### src/rtl/irq_sequencer.sv
// irq_sequencer: fixed-priority interrupt arbiter and PC redirect sequencer for the single-cycle core.
// Optional build macro IRQ_SEQ_WFI_TIMEOUT_EN adds a wfi sleep timeout (parameter WFI_TIMEOUT).
module irq_sequencer #(
    parameter int unsigned NUM_IRQ       = 4,
    parameter int unsigned PC_WIDTH      = 8,
    parameter int unsigned VECTOR_BASE   = 8'hF0,
    parameter int unsigned VECTOR_STRIDE = 4,
    parameter int unsigned ID_WIDTH      = 2
`ifdef IRQ_SEQ_WFI_TIMEOUT_EN
    ,
    parameter int unsigned WFI_TIMEOUT   = 255
`endif
) (
    input  logic                mem_clock,
    input  logic                reset_bar,
    input  logic [4:0]          opcode,
    input  logic                instr_valid,
    input  logic [PC_WIDTH-1:0] pc_current,
    input  logic [NUM_IRQ-1:0]  irq_req,
    input  logic [NUM_IRQ-1:0]  irq_mask,
    output logic                stall,
    output logic                pc_redirect,
    output logic [PC_WIDTH-1:0] pc_target,
    output logic [NUM_IRQ-1:0]  irq_ack,
    output logic                interrupt_active,
    output logic [ID_WIDTH-1:0] active_id,
    output logic [PC_WIDTH-1:0] saved_pc
);

    localparam logic [2:0] S_IDLE   = 3'd0;
    localparam logic [2:0] S_SLEEP  = 3'd1;
    localparam logic [2:0] S_ENTER  = 3'd2;
    localparam logic [2:0] S_ACTIVE = 3'd3;
    localparam logic [2:0] S_EXIT   = 3'd4;

    logic [2:0]          state;
    logic [NUM_IRQ-1:0]  pending;
    logic                any_pending;
    logic [ID_WIDTH-1:0] winner;
    logic                is_wfi;
    logic                is_rfi;

    function automatic logic [PC_WIDTH-1:0] vec_addr(input logic [ID_WIDTH-1:0] id);
        logic [31:0] a;
        a = VECTOR_BASE + 32'(id) * VECTOR_STRIDE;
        return a[PC_WIDTH-1:0];
    endfunction

    assign pending     = irq_req & ~irq_mask;
    assign any_pending = |pending;

    // opcode[0] is a don't-care for both system opcodes
    assign is_wfi = (opcode & 5'b11110) == 5'b11100;
    assign is_rfi = (opcode & 5'b11110) == 5'b11110;

    // Scan high to low so the lowest set index is the last write and wins.
    always_comb begin
        winner = '0;
        for (int i = NUM_IRQ - 1; i >= 0; i--) begin
            if (pending[i]) winner = ID_WIDTH'(i);
        end
    end

`ifdef IRQ_SEQ_WFI_TIMEOUT_EN
    logic [7:0] sleep_cnt;
    logic       sleep_expired;
    assign sleep_expired = ({1'b0, sleep_cnt} + 9'd1) == 9'(WFI_TIMEOUT);
`endif

    always_ff @(posedge mem_clock or negedge reset_bar) begin
        if (!reset_bar) begin
            state     <= S_IDLE;
            saved_pc  <= '0;
            active_id <= '0;
            pc_target <= '0;
`ifdef IRQ_SEQ_WFI_TIMEOUT_EN
            sleep_cnt <= '0;
`endif
        end else begin
            case (state)
                S_IDLE: begin
                    if (instr_valid && any_pending) begin
                        saved_pc  <= pc_current;
                        active_id <= winner;
                        pc_target <= vec_addr(winner);
                        state     <= S_ENTER;
                    end else if (instr_valid && is_wfi) begin
                        saved_pc  <= pc_current;
                        state     <= S_SLEEP;
`ifdef IRQ_SEQ_WFI_TIMEOUT_EN
                        sleep_cnt <= '0;
`endif
                    end
                end
                S_SLEEP: begin
                    // saved_pc already points past the wfi
                    if (any_pending) begin
                        active_id <= winner;
                        pc_target <= vec_addr(winner);
                        state     <= S_ENTER;
                    end
`ifdef IRQ_SEQ_WFI_TIMEOUT_EN
                    else if (sleep_expired) begin
                        pc_target <= saved_pc;
                        state     <= S_EXIT;
                    end else begin
                        sleep_cnt <= sleep_cnt + 8'd1;
                    end
`endif
                end
                S_ENTER: state <= S_ACTIVE;
                S_ACTIVE: begin
                    if (instr_valid && is_rfi) begin
                        pc_target <= saved_pc;
                        state     <= S_EXIT;
                    end
                end
                S_EXIT:  state <= S_IDLE;
                default: state <= S_IDLE;
            endcase
        end
    end

    assign stall            = state == S_SLEEP;
    assign pc_redirect      = (state == S_ENTER) || (state == S_EXIT);
    assign interrupt_active = state == S_ACTIVE;

    for (genvar g = 0; g < NUM_IRQ; g++) begin : g_ack
        assign irq_ack[g] = (state == S_ENTER) && (active_id == ID_WIDTH'(g));
    end

endmodule

### config.mk
export PLATFORM = sky130hd
export DESIGN_NAME = irq_sequencer
export DESIGN_NICKNAME = d
export VERILOG_FILES = /design/src/rtl/irq_sequencer.sv
export SDC_FILE = /design/constraint.sdc
export NUM_CORES = 1
export LEC_CHECK = 0
export CORE_MARGIN = 8
export CORE_UTILIZATION = 44
export CTS_BUF_LIST = sky130_fd_sc_hd__clkbuf_8
export CTS_CLUSTER_SIZE = 14
export DETAILED_ROUTE_END_ITERATION = 10
export PLACE_DENSITY = 0.82
export SYNTH_ARGS = -nofsm -noshare
export SYNTH_HDL_FRONTEND = slang
export SYNTH_SLANG_ARGS = --single-unit
### constraint.sdc
create_clock -name mem_clock -period 2.05 [get_ports mem_clock]
set_input_delay 0.41 -clock mem_clock [delete_from_list [all_inputs] [get_ports mem_clock]]
set_output_delay 0.41 -clock mem_clock [all_outputs]
set_load 0.05 [all_outputs]
======== Yosys cells after proc, flatten, opt, wreduce, memory -nomap -nowiden ========
Cells that the tools add are included.
storage, ports and cells
  bits in registers ....................... 21
  bits in latches ......................... 0
  memory bits (writable) .................. 0
  bits in read-only memories .............. 0
  output and inout bits ................... 25
  word-level logic and storage cells ...... 56
  memories ................................ 0
operators by class
  add/subtract/negate cells ............... 1
  $mul .................................... 0
  divide/modulo/power cells ............... 0
  order comparisons ....................... 0
  equality and inequality tests ........... 13
  shift-type cells ........................ 0
  mux-type cells .......................... 18
  bitwise logic cells ..................... 2
  reduce and logical (&&, ||, !) cells .... 18
operators by type and width
  operator                                              count
  2-to-1 mux 8 bit                                      5
  one-hot mux 8 bit (3 select lines)                    1
  2-to-1 mux 2 bit                                      6
  2-to-1 mux 3 bit                                      4
  one-hot mux 3 bit (4 select lines)                    1
  adder 8 x 4 -> 8 bit (first input constant)           1
  equality test 4 bit (second input constant)           2
  logical AND 1 bit                                     7
  equality test 3 x 2 -> 1 bit (second input constant)  2
  AND reduction 3 bit                                   2
  bitwise AND 4 bit                                     1
  equality test 2 bit (second input constant)           2
  != test 2 x 1 -> 1 bit (second input constant)        2
  NOT 4 bit                                             1
  one-hot mux 2 bit (2 select lines)                    1
  AND reduction 4 bit                                   1
  nonzero test 2 bit                                    2
  OR reduction 4 bit                                    1
  equality test 3 x 1 -> 1 bit (second input constant)  1
  equality test 3 bit (second input constant)           1
  logical NOT 3 bit                                     1
  != test 3 bit (second input constant)                 1
  nonzero test 3 bit                                    1
  equality test 2 x 1 -> 1 bit (second input constant)  1
  4 further kinds                                       4

======== Logic depth before layout (Yosys ltp) ========
Gate-level depths: netlist (run 1).
  depth in word-level cells ............... 9
  gate-level depth with buffers ........... 6
  gate-level depth less buffers ........... 4

======== Worst setup path before layout (run 1) ========
OpenSTA, ideal clock, no wires.
  path type ............................... reg2out
  start ................................... reg active_id[0]
  end ..................................... out irq_ack[1]
  arrival ................................. 1.873 ns
  required time ........................... 1.640 ns
  slack ................................... -0.233 ns
  stages on the path, launching flop included .. 3
  path through ............................ dfrtp_1 -> inv_1 -> nor3_1
between the ends
  longest elaborated chain between the ends .. 2
ends and longest elaborated chain
  element                       RTL line  source
  from (decl)                   26        output logic [ID_WIDTH-1:0] active_id,
  from (signal assigned)        84        active_id <= winner;
  from (signal assigned)        98        active_id <= winner;
  equality test 2 x 1 -> 1 bit  129       assign irq_ack[g] = (state == S_ENTER) && (active_id == ID_WIDTH'(g));
  logical AND 1 bit             129
  to (decl)                     24        output logic [NUM_IRQ-1:0] irq_ack,
Every way passes these cells.

======== Worst setup path in the final report (run 1) ========
  start ................................... reg active_id[1]
  end ..................................... out active_id[1]
No word-level cell between the ends.

==> results of run 1 <==
==> cell usage after synthesis (all sizes together) <==
master   n
a22oi    1
and3     1
o21ai    4
inv      7
and3b    1
dfrtp   21
nor3     6
nor2     9
nand3    1
o31a     1
buf      4
nand2    7
xnor2    1
o31ai    1
nor2b    3
nand4    1
mux2i    2
a22o     1
o32ai    1
o211ai   1
mux2    15
o22ai    1
or3      1
a21oi    2
a31oi    1
o21a     1
nand2b   8
a41oi    2
==> state kept, by name (all words and copies together) (netlist names) <==
signal,count
state,3
pc_target,8
active_id,2
saved_pc,8
==> layer usage <==
layer  part of all wire (%)  vias up
met1                     39      471
met2                     50       36
met4                   0.55        0
met5                      0        -
li1                       -      478
met3                     10        2
==> cell type report <==
class / count / area, µm² / share of cell area [%]
clock inverters: 1 / 3.75 / 0.201
clock buffers: 3 / 41.3 / 2.21
multi-input cells: 73 / 619 / 33.2
flip-flops and latches: 21 / 526 / 28.1
well taps: 31 / 38.8 / 2.08
repair buffers: 55 / 613 / 32.8
inverters: 7 / 26.3 / 1.41
==> worst paths after layout <==
check / from / end / slack, ns / cells past startpoint
max: active_id[1]$_DFFE_PN0P_ / active_id[1] / 0.09 / 1
min: reset_bar / saved_pc[0]$_DFFE_PN0P_ / 0.49 / 2
max reg2reg: state[2]$_DFFE_PN0P_ / pc_target[3]$_DFFE_PN0P_ / 0.38 / 4
min reg2reg: pc_target[6]$_DFFE_PN0P_ / pc_target[6]$_DFFE_PN0P_ / 0.51 / 1
max in group asynchronous: reset_bar / saved_pc[6]$_DFFE_PN0P_ / 1.34 / 2
min in group mem_clock: pc_target[6]$_DFFE_PN0P_ / pc_target[6]$_DFFE_PN0P_ / 0.51 / 1
==> metrics by stage <==
step	power, µW	util (%)	instance area (µm²)	hold WS [ns]
after floorplan	2090	-	1210	0.114
after global placement	2800	68.5	1820	0.496
after detailed placement	2860	68.5	1820	0.500
after CTS	3130	70.2	1870	0.504
after global routing	3260	70.2	1870	0.525
final	3100	70.2	1870	0.492
==> kinds of logic after synthesis <==
kind of cell	count (synthesis)	share of synthesized area, %
and+or+nand+nor	38	18.5
DFF	21	43.8
AOI/OAI and AO/OA	17	14.0
muxes	17	17.6
buffers and inverters	11	5.42
xor gates and xnor gates	1	0.730
==> power breakdown <==
part / internal (µW) / total [µW] / leakage, µW / switching, µW
combinational: 884 / 2090 / 0.000503 / 1200
sequential: 590 / 749 / 0.000248 / 159
clock: 133 / 260 / 0.0000269 / 127
==> metrics.cfg, run 1 <==
[layout]
nets = 185
instances_no_fill = 191
final_common_cell = clkdlybuf4s50_1
mostFrequentLayoutCells = 40 x clkdlybuf4s50_1, 21 x dfrtp_1, 9 x nor2_1, 9 x mux2_2, 8 x buf_12
fill_cells = 208
diodes = 0
drive_gt1_share_pct = 27.5
syn2layout_area_growth_pct = 55.7

[cts]
cts_buffers = 3
clk_path_buf_depth = 2
cts_root_buf = clkbuf_8
cts_htree_levels = 1
postCtsSetupBuffers = 0
cts_tree = yes
clkSinkCount = 21
cts_resized = 0
postCtsHoldBufs = 0
clkTransAtPathRegs_ns = 0.08
clk_latency_ns = 0.25

[logic_synthesis]
yosysSeqAreaShare_pct = 43.8
netlist_instances = 105
yosys.cell_types.count = 35
synth_largest_area_cell = dfrtp_1
yosysTopAreaCellShare_pct = 43.8
ys_seq_elements = 21
syn_area_per_cell_um2 = 11.4
ys_top_cells_by_area = dfrtp_1 44%, mux2_2 8.4%, mux2_4 7.5%
synth_nets = 129
ys_warn_count = 0
synth_area_um2 = 1200

[die]
ios = 49
core-area_um2 = 2660
die_w_um = 68.2
die_area_um2 = 4650
num_rows = 19
start_util_pct = 45.1
fp.dieH_um = 68.2

[worst_setup_path]
crit_required_ns = 1.64
slowest_stage = clkdlybuf4s50_1
arrival_ns = 1.55
cp_slowest_stage_delay_ns = 0.85
crit_buf_inv = 1
worst-path-max-fanout = 5
endpoint_kind = output port
crit_chain = clkdlybuf4s50_1
cpLargestDelayFamily = buffers and inverters
crit_type = reg2out
startpoint_type = flip-flop

[placement]
pre_cts_ws_ns = -0.0421
place_inst = 187
gp_congestion = 0.864
dp_hpwl_um = 2550
port_buffers = 47

[global_route]
grt_first_pass_wirelength_um = 5110
antenna_found_initial = 0
grtUsageTotal_pct = 14.3
grt_max_degree = 22
grt_use_met2_pct = 26.0
use_met1_pct = 15.3
busiest_layer = met2
grt_util_met3_pct = 5.40
grt_overflow = 0
grt_pass1_vias = 1126

[timing]
finClkSkew_ns = 0.00332
setup_viol = 0
worst_pin_slew_ns = 0.529
hold_viol = 0
fin_ws_ns = 0.0902
fin_crit_sh_pct = 95.6
rsz0062_at_grt = no
max_clock_freq_mhz = 510
min_period_ns = 1.96
drv_slew = 0
tns_ns = 0
slew_headroom_pct = 64.6

[status]
status = completed

[pwr]
p_leak_uw = 0.000778
p_per_area_nw_per_um2 = 1660
peakVddDrop_mv = 1.46

[run]
drv_cap = 0

[detailed_routing]
firstDrtPassIters = 5
drc = 0
wl_per_cell_um = 16.2
drt_iter0_drc = 15
vias_per_cell = 5.17
routed_wl_um = 3090
vias = 987
drtAntennaViolNets = 0

[hold_path]
hp-class = in2async

Note: power is estimated with default switching activity, not from simulation.
==> run 2: changes to the inputs <==
- ABC_CLOCK_PERIOD_IN_PS: not set -> 2050
==> results of run 2 <==
No change in the layout: final DEF, timing and power equal those of run 1.
==> run 3: changes to the inputs <==
- CORE_UTILIZATION: 44 -> 42
- CTS_BUF_LIST: sky130_fd_sc_hd__clkbuf_8 -> sky130_fd_sc_hd__clkbuf_4 sky130_fd_sc_hd__clkbuf_8 sky130_fd_sc_hd__clkbuf_16
- PLACE_DENSITY: 0.82 -> 0.78
- SETUP_SLACK_MARGIN: not set -> 0.4
==> metrics.cfg, run 3 (synthesis gave the netlist of run 1 again) <==
[status]
status = completed

[cts]
cts_tree = yes
cts_buffers = 3
clk_path_buf_depth = 2
clkTransAtPathRegs_ns = 0.12
clkSinkCount = 21
cts_htree_levels = 1
cts_root_buf = clkbuf_4
postCtsHoldBufs = 0
clk_latency_ns = 0.30

[detailed_routing]
drc = 0
vias_per_cell = 5.18
drt_iter0_drc = 25
vias = 1073
firstDrtPassIters = 4
routed_wl_um = 3430
wl_per_cell_um = 16.6
drtAntennaViolNets = 0

[layout]
multi_input_area_um2 = 723
fin_util_pct = 75.1
regArea_um2 = 529
drive_gt1_share_pct = 48.9
mostFrequentLayoutCells = 20 x buf_4, 18 x dfrtp_1, 12 x mux2_4, 12 x clkbuf_2, 11 x clkdlybuf4s50_1
final_common_cell = buf_4
fin_area_um2 = 2050
reg_top3 = pc_target x8, saved_pc x8, state x3
diodes = 0
nets = 201
syn2layout_area_growth_pct = 71.1
fill_cells = 187

[timing]
rsz0062_at_grt = yes
worst_pin_slew_ns = 0.493
max_clock_freq_mhz = 560
min_period_ns = 1.79
tns_ns = 0
setup_viol = 0
finClkSkew_ns = 0.00280
fin_crit_sh_pct = 87.2
fin_ws_ns = 0.263
hold_viol = 0
slew_headroom_pct = 67.3
drv_slew = 0
hold_ws_ns = 0.451

[pwr]
seq_power_share_pct = 22.9
peakVddDrop_mv = 1.30
p_leak_uw = 0.000976
p_switching_uw = 1670
p_int_uw = 1700
p_sw_share_pct = 49.6
pwr-share-clk_pct = 5.8
combPwrFrac_pct = 71.3
p_per_area_nw_per_um2 = 1640

[worst_setup_path]
r2r_slack_ns = 0.43
r2r_start = state[0]$_DFFE_PN0P_
rr_endpoint = pc_target[4]$_DFFE_PN0P_
endpoint_kind = output port
crit_type = reg2out
reg2regPathDepth = 7
arrival_ns = 1.38
startpoint_type = flip-flop
crit_required_ns = 1.64
worst-path-max-fanout = 4

[global_route]
grt_max_degree = 22
grt_pass1_vias = 1113
grtUsageTotal_pct = 13.8
grt_overflow = 0
grt_first_pass_wirelength_um = 5500
antenna_found_initial = 0

[die]
ios = 49
fp.dieH_um = 69.5
start_util_pct = 43.9
core-area_um2 = 2730
die_w_um = 69.5
die_area_um2 = 4820
num_rows = 19

[placement]
place_area_um2 = 1850
port_buffers = 47
dp_hpwl_um = 2470
pre_cts_ws_ns = 0.0202
gp_congestion = 0.902

[run]
drv_cap = 0

[hold_path]
hp-class = in2async

[run 3: changes by cell type in the layout (fill, tap and decap cells not counted), sizes merged, moves of 5 or more]
cell / before / now
dlygate4sd2: 0 / 6
buf: 15 / 32
clkbuf: 3 / 15
dlymetal6s2s: 0 / 5
clkdlybuf4s15: 0 / 5
clkdlybuf4s50: 40 / 11
[run 3: stage by stage]
step,cells,total power (µW)
5_1_grt,207,3560
4_1_cts,197,3240
2_1_floorplan,105,2100
3_3_place_gp,188,2850
6_report,207,3370
3_5_place_dp,188,2890
[run 3: area by class of cell]
class                           count  area share (%)
Clock buffer                        3            1.10
Clock inverter                      1           0.244
Inverter                            7            1.65
Multi-Input combinational cell     73            35.2
Sequential cell                    21            25.8
Tap cell                           31            1.89
Timing Repair Buffer               71            34.1
[run 3: worst max path at each step]
stage / slack, ns / startpoint / end / cells after the start
3_3_place_gp: 0.03 / instr_valid / pc_target[7]$_DFFE_PN0P_ / 6
2_1_floorplan: 0.12 / active_id[1]$_DFFE_PN0P_ / irq_ack[2] / 2
3_5_place_dp: 0.02 / instr_valid / pc_target[2]$_DFFE_PN0P_ / 6
4_1_cts: 0.21 / state[2]$_DFFE_PN0P_ / interrupt_active / 3
5_1_grt: 0.20 / state[2]$_DFFE_PN0P_ / irq_ack[1] / 4
6_report: 0.26 / state[2]$_DFFE_PN0P_ / irq_ack[1] / 4
[run 3: power groups by stage]
stage               logic [µW]  registers [µW]  clock network (µW)
floorplan                  879            1220                   0
global placement          2100             750                   0
detailed placement        2130             762                   0
CTS                       2280             763                 200
global route              2540             796                 224
finish                    2410             772                 197
[run 3: what timing repair did]
item / 4_1_cts / 5_1_grt
endpoints found under the hold margin: 0 / 0
pin swaps: 7 / 10
setup endpoints to repair: 38 / 41
resized for setup: 52 / 38
buffers inserted: 5 / 10
[run 3: routing by layer]
layer,share of wire [%],vias to the layer above,wire length (µm),global-route usage [%]
met1,41,516,1400,15.7
met3,8.7,4,297,5.87
met2,50,43,1720,23.1
met4,0.55,0,19,3.42
met5,0,-,0,0
li1,-,510,-,-
[run 3: worst max-delay path: stages (launching register included)]
cell	delay [ns]
dfrtp_2	0.47
nor2_4	0.19
nand2_4	0.09
nor3_4	0.17
buf_12	0.17
